File: config.mk
export PLATFORM = sky130hd
export DESIGN_NAME = target_burst_port_flat
export DESIGN_NICKNAME = d
export VERILOG_FILES = /design/src/rtl/target_burst_port_if.sv /design/src/rtl/target_burst_port.sv /design/src/flat_wrapper.sv
export SDC_FILE = /design/constraint.sdc
export NUM_CORES = 1
export LEC_CHECK = 0
export ABC_AREA = 1
export CAP_MARGIN = 20
export CORE_MARGIN = 2
export CORE_UTILIZATION = 59
export CTS_BUF_LIST = sky130_fd_sc_hd__clkbuf_8
export DETAILED_ROUTE_END_ITERATION = 10
export GPL_TIMING_DRIVEN = 0
export MAX_ROUTING_LAYER = met4
export PLACE_DENSITY_LB_ADDON = 0.1
export REMOVE_ABC_BUFFERS = 1
export SYNTH_ARGS = -nofsm -noshare
export SYNTH_HDL_FRONTEND = slang
export SYNTH_SLANG_ARGS = --single-unit
File: constraint.sdc
create_clock -name clk -period 2.7 [get_ports clk]
set_input_delay 0.675 -clock clk [delete_from_list [all_inputs] [get_ports clk]]
set_output_delay 0.675 -clock clk [all_outputs]
set_load 0.02 [all_outputs]
File: src/rtl/target_burst_port_if.sv
// target_burst_port_if
//   Bundles the serial host-bus signals and the parallel target-side
//   request/response signals of target_burst_port.
//   modport slave  : view taken by target_burst_port itself.
//   modport master : view taken by the environment (host + target model).
//   Serial side : bus_data_in/_valid, bus_mode, bus_rw (in);
//                 bus_data_out/_valid, bus_busy, bus_done, bus_error (out).
//   Target side : target_addr_in/_valid, target_data_in/_valid, target_rw (out);
//                 target_ready, target_ack, target_data_out/_valid (in).
interface target_burst_port_if #(
  parameter int ADDR_WIDTH = 16,
  parameter int DATA_WIDTH = 8
);
  logic                  bus_data_in;
  logic                  bus_data_in_valid;
  logic                  bus_mode;
  logic                  bus_rw;
  logic                  bus_data_out;
  logic                  bus_data_out_valid;
  logic                  bus_busy;
  logic                  bus_done;
  logic                  bus_error;
  logic [ADDR_WIDTH-1:0] target_addr_in;
  logic                  target_addr_in_valid;
  logic [DATA_WIDTH-1:0] target_data_in;
  logic                  target_data_in_valid;
  logic                  target_rw;
  logic                  target_ready;
  logic                  target_ack;
  logic [DATA_WIDTH-1:0] target_data_out;
  logic                  target_data_out_valid;

  modport slave (
    input  bus_data_in, bus_data_in_valid, bus_mode, bus_rw,
    output bus_data_out, bus_data_out_valid, bus_busy, bus_done, bus_error,
    output target_addr_in, target_addr_in_valid, target_data_in,
    output target_data_in_valid, target_rw,
    input  target_ready, target_ack, target_data_out, target_data_out_valid
  );

  modport master (
    output bus_data_in, bus_data_in_valid, bus_mode, bus_rw,
    input  bus_data_out, bus_data_out_valid, bus_busy, bus_done, bus_error,
    input  target_addr_in, target_addr_in_valid, target_data_in,
    input  target_data_in_valid, target_rw,
    output target_ready, target_ack, target_data_out, target_data_out_valid
  );
endinterface

File: src/rtl/target_burst_port.sv
// target_burst_port
//   Converts a serial, LSB-first host bus into burst transactions on a
//   parallel target port. A header (ADDR_WIDTH address bits then LEN_WIDTH
//   length bits) starts a burst of LEN+1 beats at consecutive addresses.
//   Writes: serial data bits are packed into words and handed to the target
//   through a one-entry holding register. Reads: each returned word is
//   shifted back out on the serial bus before the next beat is requested.
//   Ports:
//     clk   : clock
//     rst_n : asynchronous active-low reset
//     bus   : target_burst_port_if.slave (serial bus + target port)
module target_burst_port #(
  parameter int ADDR_WIDTH  = 16,
  parameter int DATA_WIDTH  = 8,
  parameter int LEN_WIDTH   = 4,
  parameter int ACK_TIMEOUT = 64
) (
  input  logic                clk,
  input  logic                rst_n,
  target_burst_port_if.slave  bus
);

  localparam int HDR_MAX = (ADDR_WIDTH > LEN_WIDTH) ? ADDR_WIDTH : LEN_WIDTH;
  localparam int HCW     = $clog2(HDR_MAX + 1);
  localparam int DCW     = $clog2(DATA_WIDTH + 1);
  localparam int TCW     = $clog2(ACK_TIMEOUT + 1);
  localparam int WCW     = LEN_WIDTH + 1;

  typedef enum logic [3:0] {
    IDLE, HDR_ADDR, HDR_LEN, WR_COLLECT, WR_REQ, WR_WAIT,
    RD_REQ, RD_WAIT, RD_SHIFT, DONE
  } state_t;

  state_t                state_q, state_d;
  logic                  rw_q, rw_d;
  logic [ADDR_WIDTH-1:0] addr_q, addr_d;     // header shifter, then burst base
  logic [LEN_WIDTH-1:0]  len_q, len_d;
  logic [HCW-1:0]        hdr_cnt_q, hdr_cnt_d;
  logic [LEN_WIDTH-1:0]  beat_q, beat_d;
  logic [DATA_WIDTH-1:0] sh_q, sh_d;         // write collector / read serializer
  logic [DCW-1:0]        bit_q, bit_d;
  logic [WCW-1:0]        words_q, words_d;   // write words packed so far
  logic [DATA_WIDTH-1:0] hold_q, hold_d;
  logic                  hold_vld_q, hold_vld_d;
  logic [TCW-1:0]        timer_q, timer_d;

  logic req;
  logic err;
  logic shifting;
  logic hold_free;

  always_comb begin
    state_d    = state_q;
    rw_d       = rw_q;
    addr_d     = addr_q;
    len_d      = len_q;
    hdr_cnt_d  = hdr_cnt_q;
    beat_d     = beat_q;
    sh_d       = sh_q;
    bit_d      = bit_q;
    words_d    = words_q;
    hold_d     = hold_q;
    hold_vld_d = hold_vld_q;
    timer_d    = timer_q;
    req        = 1'b0;
    err        = 1'b0;
    shifting   = 1'b0;
    hold_free  = 1'b0;

    unique case (state_q)
      IDLE: begin
        // Completions arriving here belong to no burst and are ignored.
        if (bus.bus_data_in_valid && !bus.bus_mode) begin
          state_d    = HDR_ADDR;
          rw_d       = bus.bus_rw;
          addr_d     = {bus.bus_data_in, addr_q[ADDR_WIDTH-1:1]};
          hdr_cnt_d  = HCW'(1);
          beat_d     = '0;
          bit_d      = '0;
          words_d    = '0;
          hold_vld_d = 1'b0;
        end
      end

      HDR_ADDR: begin
        if (bus.bus_data_in_valid) begin
          if (bus.bus_mode) begin
            err = 1'b1;
          end else begin
            addr_d = {bus.bus_data_in, addr_q[ADDR_WIDTH-1:1]};
            if (hdr_cnt_q == HCW'(ADDR_WIDTH - 1)) begin
              state_d   = HDR_LEN;
              hdr_cnt_d = '0;
            end else begin
              hdr_cnt_d = hdr_cnt_q + 1'b1;
            end
          end
        end
      end

      HDR_LEN: begin
        if (bus.bus_data_in_valid) begin
          if (bus.bus_mode) begin
            err = 1'b1;
          end else begin
            len_d = {bus.bus_data_in, len_q[LEN_WIDTH-1:1]};
            if (hdr_cnt_q == HCW'(LEN_WIDTH - 1)) begin
              state_d = rw_q ? WR_COLLECT : RD_REQ;
            end else begin
              hdr_cnt_d = hdr_cnt_q + 1'b1;
            end
          end
        end
      end

      WR_COLLECT, WR_REQ, WR_WAIT: begin
        if (state_q == WR_COLLECT && hold_vld_q) begin
          state_d = WR_REQ;
        end
        if (state_q == WR_REQ && bus.target_ready) begin
          req     = 1'b1;
          timer_d = TCW'(1);
          state_d = WR_WAIT;
        end
        if (state_q == WR_WAIT) begin
          if (bus.target_ack) begin
            hold_free  = 1'b1;
            hold_vld_d = 1'b0;
            if (beat_q == len_q) begin
              state_d = DONE;
            end else begin
              beat_d  = beat_q + 1'b1;
              state_d = WR_COLLECT;
            end
          end else if (timer_q == TCW'(ACK_TIMEOUT)) begin
            err = 1'b1;
          end else begin
            timer_d = timer_q + 1'b1;
          end
        end
        // Serial collection runs underneath the beat handshake so the next
        // word can be assembled while the held word is still in flight.
        if (bus.bus_data_in_valid) begin
          if (!bus.bus_mode) begin
            err = 1'b1;
          end else begin
            sh_d = {bus.bus_data_in, sh_q[DATA_WIDTH-1:1]};
            if (bit_q == DCW'(DATA_WIDTH - 1)) begin
              bit_d = '0;
              // A word that would overwrite the held one, or one beyond the
              // burst length, aborts the burst. An ack in this same cycle
              // frees the holding register in time.
              if ((hold_vld_q && !hold_free) ||
                  (words_q == ({1'b0, len_q} + WCW'(1)))) begin
                err = 1'b1;
              end else begin
                hold_d     = sh_d;
                hold_vld_d = 1'b1;
                words_d    = words_q + 1'b1;
              end
            end else begin
              bit_d = bit_q + 1'b1;
            end
          end
        end
      end

      RD_REQ: begin
        if (bus.bus_data_in_valid) begin
          err = 1'b1;
        end else if (bus.target_ready) begin
          req     = 1'b1;
          timer_d = TCW'(1);
          state_d = RD_WAIT;
        end
      end

      RD_WAIT: begin
        if (bus.bus_data_in_valid) begin
          err = 1'b1;
        end else if (bus.target_data_out_valid) begin
          sh_d    = bus.target_data_out;
          bit_d   = '0;
          state_d = RD_SHIFT;
        end else if (timer_q == TCW'(ACK_TIMEOUT)) begin
          err = 1'b1;
        end else begin
          timer_d = timer_q + 1'b1;
        end
      end

      RD_SHIFT: begin
        shifting = 1'b1;
        sh_d     = {1'b0, sh_q[DATA_WIDTH-1:1]};
        if (bus.bus_data_in_valid) begin
          err = 1'b1;
        end else if (bit_q == DCW'(DATA_WIDTH - 1)) begin
          bit_d = '0;
          if (beat_q == len_q) begin
            state_d = DONE;
          end else begin
            beat_d  = beat_q + 1'b1;
            state_d = RD_REQ;
          end
        end else begin
          bit_d = bit_q + 1'b1;
        end
      end

      DONE: begin
        state_d = IDLE;
      end

      default: begin
        state_d = IDLE;
      end
    endcase

    if (err) begin
      state_d = IDLE;
      req     = 1'b0;
    end
    if (state_d == IDLE) begin
      rw_d = 1'b0;
    end
  end

  always_ff @(posedge clk or negedge rst_n) begin
    if (!rst_n) begin
      state_q    <= IDLE;
      rw_q       <= 1'b0;
      addr_q     <= '0;
      len_q      <= '0;
      hdr_cnt_q  <= '0;
      beat_q     <= '0;
      sh_q       <= '0;
      bit_q      <= '0;
      words_q    <= '0;
      hold_q     <= '0;
      hold_vld_q <= 1'b0;
      timer_q    <= '0;
    end else begin
      state_q    <= state_d;
      rw_q       <= rw_d;
      addr_q     <= addr_d;
      len_q      <= len_d;
      hdr_cnt_q  <= hdr_cnt_d;
      beat_q     <= beat_d;
      sh_q       <= sh_d;
      bit_q      <= bit_d;
      words_q    <= words_d;
      hold_q     <= hold_d;
      hold_vld_q <= hold_vld_d;
      timer_q    <= timer_d;
    end
  end

  // Address and data are zeroed outside the request strobe.
  assign bus.target_addr_in       = req ? (addr_q + ADDR_WIDTH'(beat_q)) : '0;
  assign bus.target_addr_in_valid = req;
  assign bus.target_data_in       = (req && rw_q) ? hold_q : '0;
  assign bus.target_data_in_valid = req && rw_q;
  assign bus.target_rw            = rw_q;
  assign bus.bus_data_out         = shifting ? sh_q[0] : 1'b0;
  assign bus.bus_data_out_valid   = shifting;
  assign bus.bus_busy             = (state_q != IDLE);
  assign bus.bus_done             = (state_q == DONE);
  assign bus.bus_error            = err;

endmodule

File: src/flat_wrapper.sv
// flat-port wrapper written by rule: the top's interface ports become plain ports
module target_burst_port_flat 
#(
  parameter int ADDR_WIDTH  = 16,
  parameter int DATA_WIDTH  = 8,
  parameter int LEN_WIDTH   = 4,
  parameter int ACK_TIMEOUT = 64
)
  (clk, rst_n, bus_bus_data_in, bus_bus_data_in_valid, bus_bus_mode, bus_bus_rw, bus_bus_data_out, bus_bus_data_out_valid, bus_bus_busy, bus_bus_done, bus_bus_error, bus_target_addr_in, bus_target_addr_in_valid, bus_target_data_in, bus_target_data_in_valid, bus_target_rw, bus_target_ready, bus_target_ack, bus_target_data_out, bus_target_data_out_valid);
  target_burst_port_if #(.ADDR_WIDTH(ADDR_WIDTH), .DATA_WIDTH(DATA_WIDTH)) bus_i ();
  input  logic clk;
  input  logic rst_n;
  input wire logic [$bits(bus_i.bus_data_in)-1:0] bus_bus_data_in;
  input wire logic [$bits(bus_i.bus_data_in_valid)-1:0] bus_bus_data_in_valid;
  input wire logic [$bits(bus_i.bus_mode)-1:0] bus_bus_mode;
  input wire logic [$bits(bus_i.bus_rw)-1:0] bus_bus_rw;
  output wire logic [$bits(bus_i.bus_data_out)-1:0] bus_bus_data_out;
  output wire logic [$bits(bus_i.bus_data_out_valid)-1:0] bus_bus_data_out_valid;
  output wire logic [$bits(bus_i.bus_busy)-1:0] bus_bus_busy;
  output wire logic [$bits(bus_i.bus_done)-1:0] bus_bus_done;
  output wire logic [$bits(bus_i.bus_error)-1:0] bus_bus_error;
  output wire logic [$bits(bus_i.target_addr_in)-1:0] bus_target_addr_in;
  output wire logic [$bits(bus_i.target_addr_in_valid)-1:0] bus_target_addr_in_valid;
  output wire logic [$bits(bus_i.target_data_in)-1:0] bus_target_data_in;
  output wire logic [$bits(bus_i.target_data_in_valid)-1:0] bus_target_data_in_valid;
  output wire logic [$bits(bus_i.target_rw)-1:0] bus_target_rw;
  input wire logic [$bits(bus_i.target_ready)-1:0] bus_target_ready;
  input wire logic [$bits(bus_i.target_ack)-1:0] bus_target_ack;
  input wire logic [$bits(bus_i.target_data_out)-1:0] bus_target_data_out;
  input wire logic [$bits(bus_i.target_data_out_valid)-1:0] bus_target_data_out_valid;
  assign bus_i.bus_data_in = bus_bus_data_in;
  assign bus_i.bus_data_in_valid = bus_bus_data_in_valid;
  assign bus_i.bus_mode = bus_bus_mode;
  assign bus_i.bus_rw = bus_bus_rw;
  assign bus_bus_data_out = bus_i.bus_data_out;
  assign bus_bus_data_out_valid = bus_i.bus_data_out_valid;
  assign bus_bus_busy = bus_i.bus_busy;
  assign bus_bus_done = bus_i.bus_done;
  assign bus_bus_error = bus_i.bus_error;
  assign bus_target_addr_in = bus_i.target_addr_in;
  assign bus_target_addr_in_valid = bus_i.target_addr_in_valid;
  assign bus_target_data_in = bus_i.target_data_in;
  assign bus_target_data_in_valid = bus_i.target_data_in_valid;
  assign bus_target_rw = bus_i.target_rw;
  assign bus_i.target_ready = bus_target_ready;
  assign bus_i.target_ack = bus_target_ack;
  assign bus_i.target_data_out = bus_target_data_out;
  assign bus_i.target_data_out_valid = bus_target_data_out_valid;
  target_burst_port #(.ADDR_WIDTH(ADDR_WIDTH), .DATA_WIDTH(DATA_WIDTH), .LEN_WIDTH(LEN_WIDTH), .ACK_TIMEOUT(ACK_TIMEOUT)) u_core (.clk(clk), .rst_n(rst_n), .bus(bus_i));
endmodule
# Word-level counts from Yosys, hierarchy flattened

Index checks and enable logic that the tools add are counted.

Bitwise logic cells: 2
Multiplexer cells: 105
Add/sub/neg operators: 7
Reductions and logical operators: 34
Equality and inequality tests: 35

Operators with widths:

| kind                | count |
|---|---|
| $mux 4              | 32 |
| $mux 16             | 4 |
| $mux 7              | 9 |
| $mux 5              | 12 |
| $mux 8              | 5 |
| $ne 2x2->1 const B  | 16 |
| $pmux 16 s2         | 1 |
| $mux 1              | 31 |
| $pmux 4 s7          | 1 |
| $pmux 8 s3          | 1 |
| $pmux 7 s3          | 1 |
| $eq 4x3->1 const B  | 5 |
| $reduce_and 6->1    | 3 |
| $add 16x4->16       | 1 |
| $pmux 4 s4          | 1 |
| $pmux 5 s3          | 1 |
| $reduce_and 7->1    | 2 |
| $pmux 4 s3          | 1 |
| $reduce_bool 3->1   | 4 |
| $add 5x1->5 const B | 2 |
| $pmux 5 s2          | 1 |
| $reduce_and 5->1    | 2 |
| $add 4x1->4 const B | 2 |
| $eq 4x2->1 const B  | 2 |
| 25 further kinds    | 43 |

Flip-flop bits (word level): 67
Output and inout port bits: 32
Input port bits: 17
Logic and storage cells: 195

# Logic depth before layout (Yosys ltp)

Depth in word-level cells: 15
Gate-level depth with buffers: 17
Depth with buffers taken out: 16

# Worst setup path before layout

No wires, ideal clock.

Path kind: register to output
From: reg u_core.len_q[0]
To: out bus_target_addr_in[3]
Arrival: 1965 ps
Data required time: 2025 ps
Path buffers: 0
Cell stages (with the launch flop): 16
Slack: 60 ps
Path through: dfrtp_1 > ha_1 > inv_1 > nand2_1 > nand2_1 > nand3_1 > nor2_1 > nand2_1 > nand2_1 > nand2_1 > nand2_1 > nand2_2 > nand2_4 > inv_4 > nand2_4 > nor3_1

Longest elaborated chain between the ends: 10

RTL lines:

| item                   | line                     | source |
|---|---|---|
| start, declared        | target_burst_port.sv:37  | `logic [LEN_WIDTH-1:0] len_q, len_d;` |
| start signal, assigned | target_burst_port.sv:246 | `len_q <= len_d;` |
| $add 4x1->5            | target_burst_port.sv:154 | `(words_q == ({1'b0, len_q} + WCW'(1)))) begin` |
| $eq 5x5->1             | target_burst_port.sv:154 |  |
| $logic_or 1x1->1       | target_burst_port.sv:153 | `if ((hold_vld_q && !hold_free) \|\|` |
| $mux 1                 | target_burst_port.sv:153 |  |
| $mux 1                 | target_burst_port.sv:148 | `if (bit_q == DCW'(DATA_WIDTH - 1)) begin` |
| $mux 1                 | target_burst_port.sv:144 | `if (!bus.bus_mode) begin` |
| $mux 1                 | target_burst_port.sv:143 | `if (bus.bus_data_in_valid) begin` |
| $pmux 1 s4             | target_burst_port.sv:70  | `unique case (state_q)` |
| net bus_bus_error      | flat_wrapper.sv:21       | `output wire logic [$bits(bus_i.bus_error)-1:0] bus_bus_error;` |
| $mux 1                 | target_burst_port.sv:219 | `if (err) begin` |
| $mux 16                | target_burst_port.sv:259 | `assign bus.target_addr_in = req ? (addr_q + ADDR_WIDTH'(beat_q)) : '0;` |
| end, declared          | flat_wrapper.sv:22       | `output wire logic [$bits(bus_i.target_addr_in)-1:0] bus_target_addr_in;` |

The timed path passes the listed nets, and every way through them passes these cells.

# Final worst setup path

From: reg u_core.beat_q[3]
To: out bus_target_addr_in[8]

Longest elaborated chain between the ends: 2

RTL lines:

| item                   | line                     | source |
|---|---|---|
| start, declared        | target_burst_port.sv:39  | `logic [LEN_WIDTH-1:0] beat_q, beat_d;` |
| start signal, assigned | target_burst_port.sv:248 | `beat_q <= beat_d;` |
| $add 16x4->16          | target_burst_port.sv:259 |  |
| $mux 16                | target_burst_port.sv:259 |  |

Every way passes these cells.

==> Implementation_results.wiki <==
{| class="wikitable"
! Metric !! Value
|-
| Final Slew Violations || 0
|-
| Period Utilization, post-route || 115.2%
|-
| Initial core utilization || 60.79%
|-
| Violated checks || negative setup slack
|-
| Number of distinct library cell variants in the gate-level netlist after synthesis || 44
|-
| Die Footprint || 0.008181 mm²
|-
| Number of rows created at floorplan || 31
|-
| Synthesized-area fraction occupied by xor and xnor cells || 2.185%
|-
| Layout Area Growth over Synthesis || 35.39%
|-
| Relative slew slack || 33.54%
|-
| Min-Delay Path Class || in -> async
|-
| Adder-cell share of the synthesized area || 4.143%
|-
| Endpoint kind of the worst setup timing path || output pin
|-
| Cells along the critical path || ha_4, a21oi_1, nand2_2, nand4_1, buf_4, buf_4, o21ai_0, nand2_1, nor2_2, buf_6
|-
| Clock-pin transition on the worst setup and hold timing paths || 0.08 ns
|-
| Number of vias per cell after detailed routing || 5.686
|-
| Routability congestion estimate from global placement || 0.9346
|-
| CP Max Fanout || 4
|-
| Antenna violations before repair || 0
|-
| Dominant combinational cell family by area after synthesis || simple AND/OR/NAND/NOR gates
|-
| Cells after Synth || 607
|-
| Warning count from the yosys run || 0
|-
| Run status || finished with violations
|-
| Simple logic cell fraction of the synthesized area || 31.38%
|-
| Number of I/O port buffers || 48
|-
| Num Clock Sinks || 67
|-
| Least-Margin Pin Slew || 0.9941 ns
|-
| Root Buffer || sky130_fd_sc_hd__clkbuf_8
|-
| Pin count of the biggest net entering global routing || 68
|-
| Reported leakage power || 2.722 nW
|-
| Post-Route Hold Slack || 0.3975 ns
|-
| Net count of the finished layout || 735
|-
| Sequential-to-total area share from yosys stat || 38.02%
|-
| Area of the mapped netlist || 0.004409 mm²
|-
| Most area-consuming cells after synthesis || sky130_fd_sc_hd__dfrtp_1 (38%), sky130_fd_sc_hd__nand2_1 (13%), sky130_fd_sc_hd__inv_1 (7.2%)
|-
| Async SR Flop Fraction || 100.0%
|-
| Crit path max-delay cell type || sky130_fd_sc_hd__dfrtp_2
|-
| Final core occ || 82.30%
|-
| Total wirelength of the detailed-routed design || 13330 µm
|-
| Max VDD drop || 0.0004378 V
|-
| Bufs on Longest Clock Path || 2
|-
| Top cell type by total area after synthesis || sky130_fd_sc_hd__dfrtp_1
|-
| Clock Latency Late Sink || 0.36 ns
|-
| Worst Setup Path Type || reg -> out
|-
| Minimum clock period after layout || 3.111 ns
|-
| Worst r2r path cells || 20
|-
| Overall via count from detail_route || 4594
|-
| Count of endpoints failing hold in the final timing report || 0
|-
| Core outline area || 0.007253 mm²
|-
| Number of design rule violations left after detail routing || 0
|-
| Routed Antenna Nets || 0
|-
| Routed WL per cell || 16.50 µm
|-
| Global-route usage over all layers || 32.42%
|-
| Multiplexer fraction of the synthesized cell area || 0.2554%
|-
| Biggest cell delay along the critical path || 0.47 ns
|-
| Iteration count of the initial detailed-routing pass || 5
|-
| ANT cells || 0
|-
| Fin worst setup slack || -0.4111 ns
|-
| Synth Area per Inst || 7.264 µm²
|-
| Number of global-route vias before repair || 4457
|-
| Maximum frequency from static timing analysis || 0.3214 GHz
|-
| Maximum level of the CTS H-tree || 3
|-
| I/O pins || 49
|-
| Count of max-cap constraint violations || 0
|-
| Post-synthesis register bit count || 67
|-
| Number of flops mapped to enable cells by yosys || 0
|-
| Yosys top cell area share || 38.02%
|-
| CTS Buf Count || 9
|-
| Ratio of cells with drive above 1 in the final layout || 29.06%
|-
| Worst Path Arrival || 2.44 ns
|-
| Half-perimeter wire length after placement || 7458 µm
|-
| Total setup violations reported at the end of the flow || 27
|-
| Post-synthesis compound-gate area fraction || 14.05%
|-
| First-pass GRT wire length || 20770 µm
|-
| Endpoint required time on the critical path || 2.03 ns
|-
| CP most frequent cell || sky130_fd_sc_hd__buf_4
|-
| Power Density || 528.0 mW/mm²
|-
| Nature of the critical path startpoint || flop
|-
| Leading register cell type out of synthesis || sky130_fd_sc_hd__dfrtp_1
|-
| Most used standard cells in the synthesized netlist || sky130_fd_sc_hd__nand2_1 (150), sky130_fd_sc_hd__inv_1 (84), sky130_fd_sc_hd__dfrtp_1 (67)
|-
| Total congestion overflow after global routing || 0
|-
| Unrepaired setup endpoints after global routing || yes
|-
| DRC marker count from the first detailed-route iteration || 344
|-
| Overall die height || 90.45 µm
|-
| Die Width || 90.45 µm
|-
| Final Skew || 0.008252 ns
|-
| Clock tree from TritonCTS || yes
|-
| Most common cell in the netlist || sky130_fd_sc_hd__nand2_1
|}
[sequential cells by signal, indices dropped and copies added (netlist names)]
| signal | flops |
|---|---|
| u_core.addr_q | 16 |
| u_core.hold_q | 8 |
| u_core.sh_q | 8 |
| u_core.timer_q | 7 |
| u_core.hdr_cnt_q | 5 |
| u_core.words_q | 5 |
| u_core.beat_q | 4 |
| u_core.bit_q | 4 |
| u_core.len_q | 4 |
| u_core.state_q | 4 |
| u_core.bus.target_rw | 1 |
| u_core.hold_vld_q | 1 |
[cell families (layout without fill, tap and decap cells)]
| kind of cell | after synthesis | after routing |
|---|---|---|
| multiplexers | 1 | 1 |
| XOR/XNOR | 11 | 11 |
| AO/OA/AOI/OAI | 109 | 109 |
| AND/OR/NAND/NOR | 303 | 307 |
| flip-flops | 67 | 67 |
| adder cells (fa/ha/maj) | 14 | 14 |
| buffers and inverters | 102 | 200 |
[routing by layer]
metal | vias to the layer above | wire length, µm | part of all wire [%] | GRT usage [%]
li1 | 2161 | - | - | -
met1 | 2159 | 5481 | 41 | 40.27
met2 | 224 | 6532 | 49 | 52.38
met3 | 50 | 840 | 6.3 | 4.591
met4 | 0 | 478 | 3.6 | 16.03
met5 | - | 0 | 0 | -
[final cells by class]
| class | count | area (µm²) |
|---|---|---|
| Clock inverter | 7 | 98.84 |
| Sequential cell | 67 | 1689 |
| Timing Repair Buffer | 90 | 830.8 |
| Multi-Input combinational cell | 442 | 2715 |
| Fill cell | 445 | 1284 |
| Tap cell | 99 | 123.9 |
| Inverter | 94 | 387.9 |
| Clock buffer | 9 | 123.9 |
[power breakdown]
part	switching, W	leakage [nW]	internal [W]
Combinational	0.000564	1.75	0.000317
Clock	0.000442	0.110	0.000526
Sequential	0.000136	0.861	0.00117
Total	0.00114	2.72	0.00201
[worst max-delay path, delay by kind of cell (launching register included)]
| kind | cells | cell delay [ns] |
|---|---|---|
| flops | 1 | 0.47 |
| buf+inv | 3 | 0.44 |
| compound gates | 2 | 0.35 |
| simple gates | 4 | 0.50 |
| fa+ha+maj | 1 | 0.32 |
[stage by stage]
step / setup TNS, ns / area (µm²) / instances / worst slack (ns) / power (W)
5_1_grt: -9.935 / 5969 / 808 / -0.4799 / 0.003317
2_1_floorplan: -0.01905 / 4340 / 599 / -0.009525 / 0.001826
4_1_cts: -6.741 / 5672 / 799 / -0.2630 / 0.003069
6_report: -8.047 / 5969 / 808 / -0.4111 / 0.003152
3_5_place_dp: -30.91 / 4942 / 746 / -1.107 / 0.002050
3_3_place_gp: -118.91 / 4945 / 746 / -1.338 / 0.002023
[what timing repair did]
action	CTS	global route
pin swaps	18	19
endpoints found under the setup margin	29	42
gates cloned	2	2
hold buffers	0	0
gates resized for setup	213	70
setup buffers	35	10
[cells in the final DEF, fill, tap and decap left out, types with 4 or more instances in the layout]
master / netlist / routed
sky130_fd_sc_hd__inv_1: 84 / 79
sky130_fd_sc_hd__ha_1: 13 / 9
sky130_fd_sc_hd__nand3_1: 42 / 39
sky130_fd_sc_hd__a21oi_1: 17 / 16
sky130_fd_sc_hd__o211ai_1: 11 / 11
sky130_fd_sc_hd__inv_2: 7 / 10
sky130_fd_sc_hd__clkdlybuf4s50_1: 0 / 13
sky130_fd_sc_hd__dlygate4sd2_1: 0 / 4
sky130_fd_sc_hd__nor2_1: 57 / 41
sky130_fd_sc_hd__nor3_1: 11 / 8
sky130_fd_sc_hd__nand4_1: 5 / 5
sky130_fd_sc_hd__dfrtp_2: 0 / 10
sky130_fd_sc_hd__nor3_2: 2 / 4
sky130_fd_sc_hd__nor2_4: 3 / 22
sky130_fd_sc_hd__buf_4: 1 / 43
sky130_fd_sc_hd__dfrtp_1: 67 / 57
sky130_fd_sc_hd__nor2_2: 17 / 14
sky130_fd_sc_hd__o21ai_1: 9 / 15
sky130_fd_sc_hd__a31oi_1: 6 / 6
sky130_fd_sc_hd__nand2_4: 4 / 6
sky130_fd_sc_hd__buf_6: 1 / 25
sky130_fd_sc_hd__o21ai_0: 56 / 47
sky130_fd_sc_hd__nand2_8: 0 / 5
sky130_fd_sc_hd__nand2_1: 150 / 134
sky130_fd_sc_hd__nand2_2: 6 / 18
sky130_fd_sc_hd__xor2_1: 8 / 6
sky130_fd_sc_hd__clkbuf_8: 0 / 9
sky130_fd_sc_hd__o21ai_2: 3 / 5
[path summary, 6_finish.rpt]
kind                       slack [ns]               endpoint         startpoint
setup / recovery                -0.41  bus_target_addr_in[8]   u_core.beat_q[3]
hold / removal                   0.40      u_core.timer_q[0]              rst_n
setup reg to reg                 0.09      u_core.hold_vld_q    u_core.len_q[0]
hold reg to reg                  0.49      u_core.timer_q[6]  u_core.timer_q[6]
max in group asynchronous        1.65      u_core.state_q[0]              rst_n
min in group clk                 0.49      u_core.timer_q[6]  u_core.timer_q[6]
Note: power is estimated with default switching activity, not from simulation.
